## config.mk

```make
export PLATFORM = sky130hd
export DESIGN_NAME = chess_turn_controller
export DESIGN_NICKNAME = d
export VERILOG_FILES = /design/src/rtl/chess_turn_controller.sv
export SDC_FILE = /design/constraint.sdc
export NUM_CORES = 1
export LEC_CHECK = 0
export CAP_MARGIN = 20
export CORE_UTILIZATION = 30
export DETAILED_ROUTE_END_ITERATION = 8
export PLACE_DENSITY = 0.57
export SLEW_MARGIN = 20
export SYNTH_ARGS = -nofsm -noshare
export SYNTH_HDL_FRONTEND = slang
export SYNTH_SLANG_ARGS = --single-unit
```

## constraint.sdc

```tcl
create_clock -name clock -period 3.45 [get_ports clock]
set_input_delay 0.69 -clock clock [delete_from_list [all_inputs] [get_ports clock]]
set_output_delay 0.69 -clock clock [all_outputs]
set_load 0.01 [all_outputs]
```

## src/rtl/chess_turn_controller.sv

```systemverilog
// Game-flow controller for a timed chess game: START/CHESS/WHITE/BLACK/END sequencing,
// per-player countdown clocks, board cursor tracking and a req/ack redraw request.
module chess_turn_controller #(
  parameter int CLK_HZ            = 50000000,
  parameter int INIT_SECONDS      = 600,
  parameter int INCREMENT_SECONDS = 0,
  parameter int SEC_W             = 12,
  parameter int BOARD_BITS        = 3
) (
  input  logic                  clock,
  input  logic                  resetApp_n,
  input  logic                  startStop,
  input  logic                  moveSwitch,
  input  logic                  keyLeft,
  input  logic                  keyUp,
  input  logic                  keyDown,
  input  logic                  keyRight,
  input  logic                  drawAck,
  output logic                  drawReq,
  output logic [2:0]            state,
  output logic [SEC_W-1:0]      whiteSeconds,
  output logic [SEC_W-1:0]      blackSeconds,
  output logic [BOARD_BITS-1:0] cursorX,
  output logic [BOARD_BITS-1:0] cursorY,
  output logic [1:0]            winner,
  output logic                  paused
);

  localparam int PW = $clog2(CLK_HZ);

  typedef enum logic [2:0] {
    ST_START = 3'd0,
    ST_CHESS = 3'd1,
    ST_WHITE = 3'd2,
    ST_BLACK = 3'd3,
    ST_END   = 3'd4
  } state_e;

  localparam logic [SEC_W-1:0] SEC_INIT   = SEC_W'(INIT_SECONDS);
  localparam logic [PW-1:0]    PRESC_LAST = PW'(CLK_HZ - 1);
  localparam logic [SEC_W:0]   INC_EXT    = (SEC_W+1)'(INCREMENT_SECONDS);
  localparam bit               INC_BIG    = longint'(INCREMENT_SECONDS) >= (longint'(1) << SEC_W);

  // Add the per-move increment, saturating at the counter's maximum.
  function automatic logic [SEC_W-1:0] sat_add(input logic [SEC_W-1:0] a);
    logic [SEC_W:0] sum;
    sum = {1'b0, a} + INC_EXT;
    if (INC_BIG || sum[SEC_W]) begin
      sat_add = {SEC_W{1'b1}};
    end else begin
      sat_add = sum[SEC_W-1:0];
    end
  endfunction

  state_e                state_q, state_d;
  logic [SEC_W-1:0]      white_q, white_d;
  logic [SEC_W-1:0]      black_q, black_d;
  logic [BOARD_BITS-1:0] cursor_x_q, cursor_x_d;
  logic [BOARD_BITS-1:0] cursor_y_q, cursor_y_d;
  logic [1:0]            winner_q, winner_d;
  logic                  paused_q, paused_d;
  logic                  draw_req_q, draw_req_d;
  logic [PW-1:0]         presc_q, presc_d;
  logic                  ss_hist_q, ss_hist_d;
  logic                  mv_hist_q, mv_hist_d;
  logic [3:0]            key_hist_q, key_hist_d;

  logic                  ss_rise_s, ss_fall_s, mv_edge_s;
  logic [3:0]            keys_s, key_rise_s;
  logic                  is_white_s, wrap_s, set_req_s;
  logic [SEC_W-1:0]      left_s;
  logic [BOARD_BITS-1:0] step_x_s, step_y_s;

  assign keys_s     = {keyLeft, keyUp, keyDown, keyRight};
  assign key_rise_s = keys_s & ~key_hist_q;
  assign ss_rise_s  = startStop & ~ss_hist_q;
  assign ss_fall_s  = ~startStop & ss_hist_q;
  assign mv_edge_s  = moveSwitch ^ mv_hist_q;
  // Opposite keys cancel through the plain add/subtract; wrap is the natural modulo.
  assign step_x_s   = cursor_x_q + BOARD_BITS'(key_rise_s[0]) - BOARD_BITS'(key_rise_s[3]);
  assign step_y_s   = cursor_y_q + BOARD_BITS'(key_rise_s[1]) - BOARD_BITS'(key_rise_s[2]);

  // Next-state, timer, cursor and redraw-request computation.
  always_comb begin
    state_d    = state_q;
    white_d    = white_q;
    black_d    = black_q;
    cursor_x_d = cursor_x_q;
    cursor_y_d = cursor_y_q;
    winner_d   = winner_q;
    presc_d    = presc_q;
    set_req_s  = 1'b0;
    is_white_s = (state_q == ST_WHITE);
    wrap_s     = (presc_q == PRESC_LAST);
    left_s     = is_white_s ? white_q : black_q;
    ss_hist_d  = startStop;
    mv_hist_d  = moveSwitch;
    key_hist_d = keys_s;

    case (state_q)
      ST_START: begin
        white_d  = SEC_INIT;
        black_d  = SEC_INIT;
        winner_d = 2'b00;
        presc_d  = '0;
        if (ss_rise_s) begin
          state_d   = ST_CHESS;
          set_req_s = 1'b1;
        end else begin
          state_d = ST_START;
        end
      end
      ST_CHESS: begin
        presc_d = '0;
        if (draw_req_q && drawAck) begin
          state_d    = ST_WHITE;
          cursor_x_d = '0;
          cursor_y_d = '0;
        end else begin
          state_d = ST_CHESS;
        end
      end
      ST_WHITE, ST_BLACK: begin
        if (startStop) begin
          presc_d = wrap_s ? '0 : presc_q + PW'(1);
          if (wrap_s && (left_s != '0)) begin
            left_s = left_s - SEC_W'(1);
          end else begin
            left_s = left_s;
          end
          // Expiry outranks a move committed in the same cycle.
          if (wrap_s && (left_s == '0)) begin
            state_d   = ST_END;
            winner_d  = is_white_s ? 2'b10 : 2'b01;
            set_req_s = 1'b1;
          end else if (mv_edge_s) begin
            left_s    = sat_add(left_s);
            presc_d   = '0;
            state_d   = is_white_s ? ST_BLACK : ST_WHITE;
            set_req_s = 1'b1;
          end else begin
            state_d = state_q;
          end
          if (is_white_s) begin
            white_d = left_s;
          end else begin
            black_d = left_s;
          end
          cursor_x_d = step_x_s;
          cursor_y_d = step_y_s;
          if ((step_x_s != cursor_x_q) || (step_y_s != cursor_y_q)) begin
            set_req_s = 1'b1;
          end else begin
            set_req_s = set_req_s;
          end
        end else begin
          state_d = state_q;
        end
      end
      ST_END: begin
        presc_d = '0;
        if (ss_fall_s) begin
          state_d   = ST_START;
          white_d   = SEC_INIT;
          black_d   = SEC_INIT;
          winner_d  = 2'b00;
          set_req_s = 1'b1;
        end else begin
          state_d = ST_END;
        end
      end
      default: begin
        state_d = ST_START;
        presc_d = '0;
      end
    endcase

    // A set event in the acknowledge cycle keeps the request alive.
    draw_req_d = set_req_s | (draw_req_q & ~drawAck);
    paused_d   = ((state_d == ST_WHITE) || (state_d == ST_BLACK)) & ~startStop;
  end

  // State and output registers.
  always_ff @(posedge clock or negedge resetApp_n) begin
    if (!resetApp_n) begin
      state_q    <= ST_START;
      white_q    <= SEC_INIT;
      black_q    <= SEC_INIT;
      cursor_x_q <= '0;
      cursor_y_q <= '0;
      winner_q   <= 2'b00;
      paused_q   <= 1'b0;
      draw_req_q <= 1'b0;
      presc_q    <= '0;
      ss_hist_q  <= 1'b0;
      mv_hist_q  <= 1'b0;
      key_hist_q <= 4'b0000;
    end else begin
      state_q    <= state_d;
      white_q    <= white_d;
      black_q    <= black_d;
      cursor_x_q <= cursor_x_d;
      cursor_y_q <= cursor_y_d;
      winner_q   <= winner_d;
      paused_q   <= paused_d;
      draw_req_q <= draw_req_d;
      presc_q    <= presc_d;
      ss_hist_q  <= ss_hist_d;
      mv_hist_q  <= mv_hist_d;
      key_hist_q <= key_hist_d;
    end
  end

  assign state        = state_q;
  assign whiteSeconds = white_q;
  assign blackSeconds = black_q;
  assign cursorX      = cursor_x_q;
  assign cursorY      = cursor_y_q;
  assign winner       = winner_q;
  assign paused       = paused_q;
  assign drawReq      = draw_req_q;

endmodule

```

==> results.yml <==
status:
  outcome: "finished, final reports clean"
sta:
  min_period_ns: 3.269
  fmax_mhz: 305.9
  setup_tns_ns: 0
  slew_violations: 0
  setup_ws_ns: 0.1813
  tightest_slew_ns: 0.9111
  finalCritPeriodShare_pct: 94.75
  maxSlewHeadroom_pct: 39.26
  hold_viol_final: 0
  skew_ns: 0.007210
  setup_violations: 0
  rsz0062_at_grt: "no"
worst_setup_path:
  crit_chain: "buf_4 > or3b_1 > nand3_1 > a211oi_4 > or4_1 > a211o_1 > nor4_4 > nand2_2 > o31a_1"
  path_class: "flip-flop to flip-flop"
  cp-end-kind: "flip-flop"
  crit_path_max_fanout: 14
  worst_setup_path_start_kind: "flip-flop"
  required_ns: 3.66
  slowest_delay_ns: 0.55
  worstPathArrival_ns: 3.48
  cp_slowest_cell: "or3b_1"
grt:
  antenna_found_initial: 0
  grtUsageTotal_pct: 16.17
  grt_pass1_vias: 3642
  overflow: 0
  grt_pass1_wl_um: 18460
  grt_start_max_net_pins: 70
routing:
  routed_wl_um: 11110
  vias: 3828
  routedWlPerCell_um: 15.52
  drtAntennaViolNets: 0
  dr.pass1.iters: 5
  via_per_inst: 5.346
  drt_iter0_drc: 277
  drt_drc_violations_left: 0
yosys:
  yosys_warnings: 0
  synthesis.nets: 499
  netlist.area_leader.share_pct: 36.64
  synthMuxAreaShare_pct: 3.964
  yosys.area.top_type: "dfrtp_1"
  synth_seq_cells: 69
  synth_common_cells: "69 x nand2_1, 61 x dfrtp_1, 60 x o21ai_0"
  synth_fa_ha_area_share_pct: 2.763
  synth_top_family_by_area: "simple AND/OR/NAND/NOR gates"
  netlist_area_um2: 4166
  syn_inst: 482
  synth-main-ff-cell: "dfrtp_1"
  yosys.area_share.simple_pct: 25.98
  synth_compound_area_share_pct: 18.92
  syn_area_per_cell_um2: 8.644
  ys_seq_area_share_pct: 41.68
  synthXorXnorAreaFrac_pct: 3.574
  synth_edf_count: 0
  async_flop_share_pct: 100.0
  synth.most_common_cell: "nand2_1"
  yosys-top-cells-area: "dfrtp_1 37%, o21ai_0 7.2%, nand2_1 6.2%"
  ys_types: 65
job:
  max-cap-violations: 0
clock_tree:
  clkTransAtPathRegs_ns: 0.06
  numCtsBuffers: 9
  cts_tree: "built"
  cts_root_buf: "clkbuf_16"
  cts.sinks: 69
  clock_latency_ns: 0.33
  cts_buffer_depth: 2
  htreeDepth: 3
final_layout:
  nFillCells: 1335
  syn_to_final_growth_pct: 25.05
  nets: 552
  fin_area_um2: 5210
  fin_util_pct: 38.88
  diodes: 0
  drive_gt1_share_pct: 10.56
die:
  core_area_um2: 13400
  start_util_pct: 31.09
  fp-row-count: 42
  die_area_um2: 14360
  dieWidth_um: 119.9
  num_io_pins: 46
  die_h_um: 119.9
placement:
  gp_congestion: 0.8516
  dp_hpwl_um: 7812
  preCtsSetupSlack_ns: 0.1798
  numPortBuffers: 45
  placed_area_um2: 4892
pwr:
  ir_drop_mv: 0.2458
  powerDensity_nw_per_um2: 747.9
  p_leak_uw: 0.002077
hold_path:
  hold_path_class: "flip-flop to flip-flop"
[path summary, 6_finish.rpt]
| kind | endpoint | cells past startpoint | startpoint | slack, ns |
|---|---|---|---|---|
| max reg2reg | state[1] | 9 | state[2] | 0.18 |
| min | presc_q[15] | 1 | presc_q[15] | 0.47 |
| min in group asynchronous | whiteSeconds[7] | 2 | resetApp_n | 0.57 |
| max in group asynchronous | cursorY[0] | 2 | resetApp_n | 2.28 |
| min reg2reg | presc_q[15] | 1 | presc_q[15] | 0.47 |
| max | state[1] | 9 | state[2] | 0.18 |
[area by class of cell]
cell class              count  area [um^2]  share of cell area (%)
well taps                 176        220.2                   4.227
clock inverters             4        47.55                  0.9126
clock buffers              12        246.5                   4.731
inverters                   9        33.78                  0.6484
flip-flops and latches     69         1737                   33.33
multi-input cells         381         2330                   44.72
repair buffers             65        595.6                   11.43
[power breakdown]
part           leakage, uW  total (uW)  switching, uW  internal (uW)
Clock             0.000143         927            349            577
Combinational      0.00104        1760            959            800
Sequential        0.000891        1210            211            999
Total              0.00208        3900           1520           2380
[registers in the layout, summed over array words and instances, names as in the netlist]
register      flops
blackSeconds     12
cursorX           3
cursorY           3
drawReq           1
key_hist_q        4
mv_hist_q         1
paused            1
presc_q          26
ss_hist_q         1
state             3
whiteSeconds     12
winner            2
[cells by family after synthesis]
group           count (synthesis)
compound gates                128
xor+xnor                       17
fa+ha+maj                       8
buf+inv                        32
flops                          69
mux                            15
simple gates                  213
[placed cells by master (no fill, tap or decap), types with 3 or more instances in the layout]
| cell | n |
|---|---|
| nor2_1 | 32 |
| xor2_1 | 11 |
| and3_1 | 8 |
| xnor2_1 | 6 |
| a31oi_1 | 4 |
| inv_1 | 9 |
| ha_1 | 6 |
| a211o_1 | 3 |
| dfstp_2 | 8 |
| nand2_1 | 69 |
| or2_2 | 3 |
| nand2b_1 | 7 |
| nor3b_1 | 4 |
| nor3_1 | 21 |
| and2_1 | 5 |
| nor4_1 | 10 |
| o31a_1 | 4 |
| clkdlybuf4s50_1 | 44 |
| dfrtp_1 | 61 |
| o31ai_1 | 9 |
| clkbuf_16 | 9 |
| o21ai_0 | 60 |
| o22ai_1 | 3 |
| or3_1 | 5 |
| nand3_1 | 23 |
| a21oi_1 | 14 |
| o21a_1 | 4 |
| o21ai_1 | 6 |
| nand4_1 | 3 |
| mux2i_1 | 11 |
| nor2b_1 | 7 |
| buf_4 | 20 |
[stage by stage]
step                cells  total power [uW]  hold slack [ns]
finish                716              3897           0.4726
floorplan             482              2262           0.3944
global placement      700              2884           0.4659
detailed placement    700              2933           0.4629
CTS                   716              3876           0.4759
global route          716              4156           0.4947
[routing by layer]
layer  GRT usage (%)  up-vias  share of wire, %
met4           4.688        0              0.87
met2           26.26       90                47
met5               0        -                 0
met3           3.565        8               3.6
met1           21.47     1869                48
li1                -     1861                 -
[critical path: cells and delay by family (launching register included)]
| family | cells | cell delay, ns |
|---|---|---|
| AOI/OAI and AO/OA | 3 | 0.74 |
| DFF | 1 | 0.40 |
| buffers and inverters | 1 | 0.19 |
| and+or+nand+nor | 5 | 1.82 |
[repair_timing]
item                                    in CTS  in global routing
resized for setup                            0                  4
setup buffers                                0                  0
endpoints found under the setup margin       0                  2
hold buffers                                 0                  0
Note: power is estimated with default switching activity, not from simulation.
